<file path="src/rtl/entropy_pkg.sv">
`default_nettype none
// +----------------------------------------------------------------------+
// | Module  : entropy_pkg                                                |
// | Purpose : Shared widths, sampler state type and helpers for the      |
// |           avalanche-noise entropy path.                              |
// | Revision: 1.0 - initial release                                      |
// +----------------------------------------------------------------------+
package entropy_pkg;

  localparam int ENTROPY_WORD_W = 32;
  localparam int ENTROPY_DBG_W  = 8;
  localparam int ENTROPY_CNT_W  = $clog2(ENTROPY_WORD_W);

  typedef enum logic [0:0] {
    DISABLED = 1'b0,
    COLLECT  = 1'b1
  } sampler_state_t;

  // Width of a counter that must hold 0..min_gap, never narrower than 1 bit.
  function automatic int gap_width(input int min_gap);
    return (min_gap < 1) ? 1 : $clog2(min_gap + 1);
  endfunction

endpackage
`default_nettype wire

</file>
<file path="src/rtl/noise_sync_edge.sv">
`default_nettype none
// +----------------------------------------------------------------------+
// | Module  : noise_sync_edge                                            |
// | Purpose : Multi-flop synchroniser for an asynchronous noise pin,     |
// |           followed by a previous-value flop and rising-edge pulse.   |
// | Revision: 1.0 - initial release                                      |
// +----------------------------------------------------------------------+
module noise_sync_edge
  import entropy_pkg::*;
#(
  parameter int SYNC_STAGES = 2
) (
  input  logic clk,
  input  logic reset_n,
  input  logic noise_i,
  output logic edge_o
);

  logic [SYNC_STAGES-1:0] sync_q;
  logic                   prev_q;

  // Shift the raw pin through the synchroniser, then remember the last synchronised level.
  always_ff @(posedge clk or negedge reset_n) begin
    if (!reset_n) begin
      sync_q <= '0;
      prev_q <= 1'b0;
    end else begin
      sync_q <= {sync_q[SYNC_STAGES-2:0], noise_i};
      prev_q <= sync_q[SYNC_STAGES-1];
    end
  end

  assign edge_o = sync_q[SYNC_STAGES-1] & ~prev_q;

endmodule
`default_nettype wire

</file>
<file path="src/rtl/avalanche_noise_sampler.sv">
`default_nettype none
// +----------------------------------------------------------------------+
// | Module  : avalanche_noise_sampler                                    |
// | Purpose : Turns rising edges of the avalanche-noise pin into 32-bit  |
// |           entropy words (one toggle-phase bit per accepted edge)     |
// |           delivered over a valid/ack handshake.                      |
// | Revision: 1.0 - initial release                                      |
// +----------------------------------------------------------------------+
module avalanche_noise_sampler
  import entropy_pkg::*;
#(
  parameter int SYNC_STAGES = 2,
  parameter int MIN_GAP     = 4
) (
  input  logic                      clk,
  input  logic                      reset_n,
  input  logic                      noise,
  input  logic                      enable,
  output logic [ENTROPY_WORD_W-1:0] entropy_data,
  output logic                      entropy_valid,
  input  logic                      entropy_ack,
  output logic                      overrun,
  output logic [ENTROPY_DBG_W-1:0]  debug
);

  localparam int                      GAP_W    = gap_width(MIN_GAP);
  localparam logic [GAP_W-1:0]         GAP_MAX  = GAP_W'(MIN_GAP);
  localparam logic [GAP_W-1:0]         GAP_PRE  = GAP_MAX - GAP_W'(1);
  localparam logic [ENTROPY_CNT_W-1:0] LAST_BIT = ENTROPY_CNT_W'(ENTROPY_WORD_W - 1);

  logic                      noise_edge;
  logic                      gap_ok;
  logic                      accepted;

  logic                      flip_q;
  sampler_state_t            state_q,   state_d;
  logic [GAP_W-1:0]          gap_cnt_q, gap_cnt_d;
  logic [ENTROPY_CNT_W-1:0]  bit_cnt_q, bit_cnt_d;
  logic [ENTROPY_WORD_W-1:0] shift_q,   shift_d;
  logic [ENTROPY_WORD_W-1:0] data_q,    data_d;
  logic                      valid_q,   valid_d;
  logic                      overrun_q, overrun_d;
  logic [ENTROPY_DBG_W-1:0]  dbg_q,     dbg_d;

  noise_sync_edge #(
    .SYNC_STAGES (SYNC_STAGES)
  ) u_sync_edge (
    .clk     (clk),
    .reset_n (reset_n),
    .noise_i (noise),
    .edge_o  (noise_edge)
  );

  // The counter is cleared on the accepting cycle, so an edge MIN_GAP cycles
  // later still sees MIN_GAP-1; either that or the saturated value passes.
  // With MIN_GAP=0 the counter sits at 0 == GAP_MAX and everything passes.
  assign gap_ok   = (gap_cnt_q == GAP_MAX) || (gap_cnt_q == GAP_PRE);
  assign accepted = noise_edge & enable & gap_ok;

  // Collection state simply follows the enable input.
  always_comb begin
    state_d = state_q;
    case (state_q)
      DISABLED: if (enable)  state_d = COLLECT;
      COLLECT:  if (!enable) state_d = DISABLED;
      default:               state_d = DISABLED;
    endcase
  end

  // Gap counter: restart on an accepted edge, otherwise count up to saturation.
  always_comb begin
    gap_cnt_d = gap_cnt_q;
    if (accepted) begin
      gap_cnt_d = '0;
    end else if (gap_cnt_q != GAP_MAX) begin
      gap_cnt_d = gap_cnt_q + GAP_W'(1);
    end
  end

  // Bit assembly, word hand-off, overrun tracking and delivery count.
  always_comb begin
    bit_cnt_d = bit_cnt_q;
    shift_d   = shift_q;
    data_d    = data_q;
    valid_d   = valid_q;
    overrun_d = overrun_q;
    dbg_d     = dbg_q;

    if (valid_q && entropy_ack) begin
      valid_d = 1'b0;
    end

    if (state_d == DISABLED) begin
      bit_cnt_d = '0;
      shift_d   = '0;
      overrun_d = 1'b0;
    end else if (accepted) begin
      shift_d   = {shift_q[ENTROPY_WORD_W-2:0], flip_q};
      bit_cnt_d = bit_cnt_q + ENTROPY_CNT_W'(1);
      if (bit_cnt_q == LAST_BIT) begin
        // A pending word may be replaced only when it is being acked this cycle.
        if (!valid_q || entropy_ack) begin
          data_d  = shift_d;
          valid_d = 1'b1;
          dbg_d   = dbg_q + ENTROPY_DBG_W'(1);
        end else begin
          overrun_d = 1'b1;
        end
      end
    end
  end

  // All sampler state registers; the toggle runs regardless of enable.
  always_ff @(posedge clk or negedge reset_n) begin
    if (!reset_n) begin
      flip_q    <= 1'b0;
      state_q   <= DISABLED;
      gap_cnt_q <= GAP_MAX;
      bit_cnt_q <= '0;
      shift_q   <= '0;
      data_q    <= '0;
      valid_q   <= 1'b0;
      overrun_q <= 1'b0;
      dbg_q     <= '0;
    end else begin
      flip_q    <= ~flip_q;
      state_q   <= state_d;
      gap_cnt_q <= gap_cnt_d;
      bit_cnt_q <= bit_cnt_d;
      shift_q   <= shift_d;
      data_q    <= data_d;
      valid_q   <= valid_d;
      overrun_q <= overrun_d;
      dbg_q     <= dbg_d;
    end
  end

  assign entropy_data  = data_q;
  assign entropy_valid = valid_q;
  assign overrun       = overrun_q;
  assign debug         = dbg_q;

endmodule
`default_nettype wire
</file>
<file path="config.mk">
export PLATFORM = sky130hd
export DESIGN_NAME = avalanche_noise_sampler
export DESIGN_NICKNAME = d
export VERILOG_FILES = /design/src/rtl/entropy_pkg.sv /design/src/rtl/noise_sync_edge.sv /design/src/rtl/avalanche_noise_sampler.sv
export SDC_FILE = /design/constraint.sdc
export NUM_CORES = 1
export LEC_CHECK = 0
export ABC_AREA = 1
export CORE_AREA = 2 2 88 90
export DETAILED_ROUTE_END_ITERATION = 10
export DIE_AREA = 0 0 90 92
export PLACE_DENSITY = 0.74
export SLEW_MARGIN = 40
export SYNTH_ARGS = -nofsm -noshare
export SYNTH_HDL_FRONTEND = slang
export SYNTH_SLANG_ARGS = --single-unit
</file>
<file path="constraint.sdc">
create_clock -name clk -period 1.3 [get_ports clk]
set_input_delay 0.26 -clock clk [delete_from_list [all_inputs] [get_ports clk]]
set_output_delay 0.26 -clock clk [all_outputs]
set_load 0.005 [all_outputs]
</file>
Yosys cells after proc, flatten, opt, wreduce, memory -nomap -nowiden
Index checks and enable logic that the tools add are counted.
W data, S select, Z words.
{"block": "word_totals", "in_bits": 5, "regBits": 85, "word_cells": 48, "output_inout_bits": 42}
{"block": "op_classes", "n_mux": 16, "bitwise_logic": 5, "eq_ne": 7, "add_sub_neg": 3, "n_reduce_logical": 7}
{"op": "$mux W31", "count": 2}
{"op": "$mux W1", "count": 10}
{"op": "$mux W5", "count": 2}
{"op": "$add A8 B1 Y8 const B", "count": 1}
{"op": "$mux W3", "count": 2}
{"op": "$add A5 B1 Y5 const B", "count": 1}
{"op": "$eq A5 B5 Y1 const B", "count": 1}
{"op": "$ne A2 B2 Y1 const B", "count": 2}
{"op": "$reduce_and A4 Y1", "count": 1}
{"op": "$add A3 B1 Y3 const B", "count": 1}
{"op": "$and A1 B1 Y1", "count": 3}
{"op": "$eq A3 B2 Y1 const B", "count": 1}
{"op": "$eq A3 B3 Y1 const B", "count": 1}
{"op": "$ne A3 B3 Y1 const B", "count": 1}
{"op": "$reduce_and A3 Y1", "count": 1}
{"op": "$logic_or A1 B1 Y1", "count": 2}
{"op": "$ne A2 B1 Y1 const B", "count": 1}
{"op": "$not A1 Y1", "count": 2}
{"op": "$reduce_bool A2 Y1", "count": 1}
{"op": "$logic_and A1 B1 Y1", "count": 1}
{"op": "$logic_not A1 Y1", "count": 1}

Longest topological paths before layout
{"block": "logic_depth", "word_depth": 6, "mapped_depth": 11}

Cells and area by module
Synthesis repeated with hierarchy kept, for this count alone.
{"block": "hier_totals", "hier_cells": 338, "area_unflattened_um2": 3523.4}
{"mod": "avalanche_noise_sampler", "area_each_um2": 3438.3, "seq_area_each_um2": 2053.2, "cells_each": 333, "instances": 1}
{"mod": "noise_sync_edge", "area_each_um2": 85.1, "seq_area_each_um2": 75.1, "cells_each": 5, "instances": 1}

Worst setup path before layout
OpenSTA, ideal clock, no wires.
{"block": "synth_timing", "path_type": "reg-to-reg", "start": "register bit_cnt_q[0]", "end": "register dbg_q[7], in the netlist debug[7]", "slack_ns": -0.166, "path_stages_with_launch": 10, "arrival_time_ns": 1.349, "synth_period_minus_slack_ns": 1.466, "n_path_buf": 1, "setup_time_ns": 0.116, "cell_sequence": "dfrtp_1 ha_1 nand2_1 nor2_1 ha_1 nand2_1 nor2_8 buf_6 nand2_1 nand2_1"}
{"block": "synth_between", "elab_chain_cells": 2}
{"element": "start, declared", "line_no": "avalanche_noise_sampler.sv:38", "text": "logic [ENTROPY_CNT_W-1:0] bit_cnt_q, bit_cnt_d;"}
{"element": "start signal, assigned", "line_no": "avalanche_noise_sampler.sv:129", "text": "bit_cnt_q <= bit_cnt_d;"}
{"element": "$eq A5 B5 Y1", "line_no": "avalanche_noise_sampler.sv:100", "text": "if (bit_cnt_q == LAST_BIT) begin"}
{"element": "$reduce_and A4 Y1 (no source line)"}
{"element": "end signal, assigned", "line_no": "avalanche_noise_sampler.sv:134", "text": "dbg_q <= dbg_d;"}
{"element": "end, declared", "line_no": "avalanche_noise_sampler.sv:43", "text": "logic [ENTROPY_DBG_W-1:0] dbg_q, dbg_d;"}
Every way passes these cells.
A chain may end at the register's enable or synchronous reset.

Worst setup path in the final report
{"block": "layout_timing", "start": "register gap_cnt_q[0]", "end": "register overrun_q, in the netlist overrun"}
{"block": "layout_between", "elab_chain_cells": 5}
{"element": "start, declared", "line_no": "avalanche_noise_sampler.sv:37", "text": "logic [GAP_W-1:0] gap_cnt_q, gap_cnt_d;"}
{"element": "start signal, assigned", "line_no": "avalanche_noise_sampler.sv:128", "text": "gap_cnt_q <= gap_cnt_d;"}
{"element": "$eq A3 B3 Y1 / $eq A3 B2 Y1 (equally long branches)", "line_no": "avalanche_noise_sampler.sv:57", "text": "assign gap_ok = (gap_cnt_q == GAP_MAX) || (gap_cnt_q == GAP_PRE);"}
{"element": "$logic_or A1 B1 Y1 *", "line_no": "avalanche_noise_sampler.sv:57"}
{"element": "$and A1 B1 Y1 *", "line_no": "avalanche_noise_sampler.sv:58", "text": "assign accepted = noise_edge & enable & gap_ok;"}
{"element": "$ne A2 B2 Y1 (no source line) *"}
{"element": "$reduce_and A3 Y1 (no source line) *"}
{"element": "end signal, assigned", "line_no": "avalanche_noise_sampler.sv:133", "text": "overrun_q <= overrun_d;"}
{"element": "end, declared", "line_no": "avalanche_noise_sampler.sv:42", "text": "logic overrun_q, overrun_d;"}
Every way passes the cells marked *; elsewhere a longest branch is shown, timed or not.

==> metrics.md <==
| Metric | Value |
|---|---|
| Status | finished, violations left |
| Failing checks | negative setup slack |
| H-tree levels | 3 |
| Fin crit period | 1.59 ns |
| RSZ-0062 raised after global routing | yes |
| Peak supply drop | 0.000849 V |
| IO Count | 47 |
| Count leader, synth | nand2_1 |
| Post-synth top cells | nand2_1, dfrtp_1, inv_1 |
| Ant. Diodes | 0 |
| WP data arrival | 1.83 ns |
| Clock slew at reported path FFs | 0.08 ns |
| Inserted Clock Buffers | 9 |
| Final hold violation count | 0 |
| Leakage | 0.00266 uW |
| DRC Markers | 0 |
| Initial DRC Count | 220 |
| TritonCTS clock tree | done |
| Largest net degree at the start of global routing | 48 |
| Critical Path RT | 1.54 ns |
| Total GRT Usage | 20.7% |
| CP endpoint kind | flip-flop |
| Vias in the first global route | 2910 |
| Initial antenna violation count | 0 |
| Synth area leaders | dfrtp_1, nand2_1, nand3_1 |
| Share of flip-flops with an asynchronous set or reset | 100% |
| CP startpoint | gap_cnt_q[0]$_DFFE_PN0P_ |
| Setup ws final | -0.286 ns |
| Starting Density | 47.4% |
| #FFs+latches synth | 85 |
| Grt total ovfl | 0 |
| Total wire length | 8190 um |
| R2R Path Start | gap_cnt_q[0]$_DFFE_PN0P_ |
| Yosys top cell by area | dfrtp_1 |
| Total power | 5630 uW |
| Post-route ant nets | 0 |
| Wire length per cell | 14.1 um |
| Count of input and output buffers | 46 |
| Core Region | 7450 um2 |
| Clk_lat worst skew | 0.35 ns |
| Top cell type's share of synthesized area | 59.6% |
| Die W | 90 um |
| CTS max path bufs | 2 |
| Dpl hpwl | 4700 um |
| Net Count, Synth | 396 |
| Post-Syn Area | 3530 um2 |
| Max frequency | 630 MHz |
| Sequential area share after synthesis | 60.3% |
| Vias per cell | 4.92 |
| Share of layout cells above drive strength 1 | 22.1% |
| Synth warnings | 0 |
| Number of synthesized flops with an enable pin | 0 |
| Period utilisation layout | 122% |
| Worst Skew | 0.0102 ns |
| Avg Cell Area, Syn | 9.14 um2 |
| Global-route wire length before repair | 13600 um |
| # rows | 32 |
| Die H | 92 um |
| Startpoint types | flip-flop |
| Setup violations, final | 80 |
| Mapped Cells | 386 |
| Synth unique cells | 26 |
| Ys flop type | dfrtp_1 |
| TritonCTS sink count | 85 |
| Die ar. | 8280 um2 |
| Root Buffer | clkbuf_8 |
| Slew of the pin with the lowest slew margin | 0.310 ns |
| Max-cap viol count | 0 |
| Critical-path maximum fanout | 5 |
| Hold slack final | 0.338 ns |
| Final Max Slew Viols | 0 |
| GPL Wtd Cong | 0.772 |
| Area Growth Syn to Fin | 37.1% |
| DR pass1 iterations | 4 |
| Worst relative slew slack | 79.3% |
| Pwr Density | 1160 nW/um2 |
| Nets | 487 |
| HP Class | input port to asynchronous set/reset pin |
| Kind of critical path | flip-flop to flip-flop |
| Via count | 2857 |
==> stage by stage <==
stage          worst slack (ns)  instances  util (%)  setup TNS (ns)  cell area [um2]
3_5_place_dp             -0.523        538      57.4          -28.73             4270
4_1_cts                  -0.209        579      63.4          -13.95             4720
5_1_grt                  -0.384        581      64.9          -23.66             4840
6_report                 -0.286        581      64.9          -16.57             4840
2_1_floorplan            -0.102        386         -           -5.32             3600
3_3_place_gp             -0.408        538      57.4          -26.00             4270
==> final timing paths <==
check / slack, ns / depth (start not counted) / end
min: 0.34 / 2 / debug[1]$_DFFE_PN0P_
max in group asynchronous: 0.41 / 3 / shift_q[30]$_DFFE_PN0P_
max: -0.29 / 11 / overrun$_DFFE_PN0P_
max reg2reg: -0.29 / 11 / overrun$_DFFE_PN0P_
min reg2reg: 0.37 / 0 / u_sync_edge.sync_q[1]$_DFF_PN0_
min in group clk: 0.35 / 1 / u_sync_edge.sync_q[0]$_DFF_PN0_
==> sequential cells by signal, indices dropped and copies added, names as in the netlist <==
| name | count |
|---|---|
| shift_q | 31 |
| overrun | 1 |
| entropy_data | 32 |
| entropy_valid | 1 |
| u_sync_edge.prev_q | 1 |
| flip_q | 1 |
| gap_cnt_q | 3 |
| debug | 8 |
| u_sync_edge.sync_q | 2 |
| bit_cnt_q | 5 |
==> cell type report <==
| class | instances | area [um2] |
|---|---|---|
| clock inverters | 2 | 35.0 |
| repair buffers | 97 | 938 |
| flip-flops and latches | 85 | 2130 |
| multi-input cells | 252 | 1330 |
| clock buffers | 11 | 151 |
| well taps | 102 | 128 |
| inverters | 32 | 128 |
| fillers | 610 | 2610 |
==> what timing repair did <==
| item | CTS | global route |
|---|---|---|
| setup buffers | 26 | 2 |
| setup endpoints to repair | 122 | 83 |
| gates cloned | 1 | 2 |
| hold buffers | 1 | 0 |
| pin swaps | 4 | 7 |
| hold endpoints to repair | 18 | 0 |
| resized for setup | 66 | 36 |
==> report_power, final <==
| part | total, uW | switching [uW] | leakage, uW | internal, uW |
|---|---|---|---|---|
| clock | 1810 | 853 | 0.0000971 | 958 |
| combinational | 1030 | 580 | 0.00140 | 453 |
| sequential | 2780 | 50.7 | 0.00117 | 2730 |
==> worst max-delay path, cell delays in order (launching register included) <==
cell and delay [ns]:
dfrtp_1 0.40, inv_2 0.09, ha_4 0.14, inv_2 0.04, nand2_2 0.08, nand2_4 0.08, buf_6 0.12, o21bai_4 0.22
buf_12 0.16, nand2_4 0.05, nand2_2 0.06, nand2_1 0.04
==> routing by layer <==
layer / global-route usage, % / share of wire [%]
met5: 0 / 0
met4: 8.97 / 1.7
met3: 4.11 / 3.0
met2: 34.3 / 51
met1: 26.5 / 44
==> cells by family after synthesis <==
kind of cell	count (synthesis)	synth area share, %
adders and majority gates	5	1.77
DFF	85	60.3
AOI/OAI and AO/OA	39	5.92
buffers and inverters	49	6.56
xor gates and xnor gates	3	0.745
and+or+nand+nor	205	24.7
==> cell usage in the layout (no fill, tap or decap), types with 4 or more instances in the layout <==
cell type / count
nand4_1: 4
dfrtp_1: 84
o21ai_2: 15
clkbuf_8: 11
o21ai_0: 7
dlygate4sd2_1: 39
inv_2: 5
nor2_1: 4
o21ai_1: 14
nand2_2: 5
nand2_1: 155
buf_12: 6
buf_4: 37
inv_1: 26
nand3_1: 26
(Power assumes the default switching activity.)
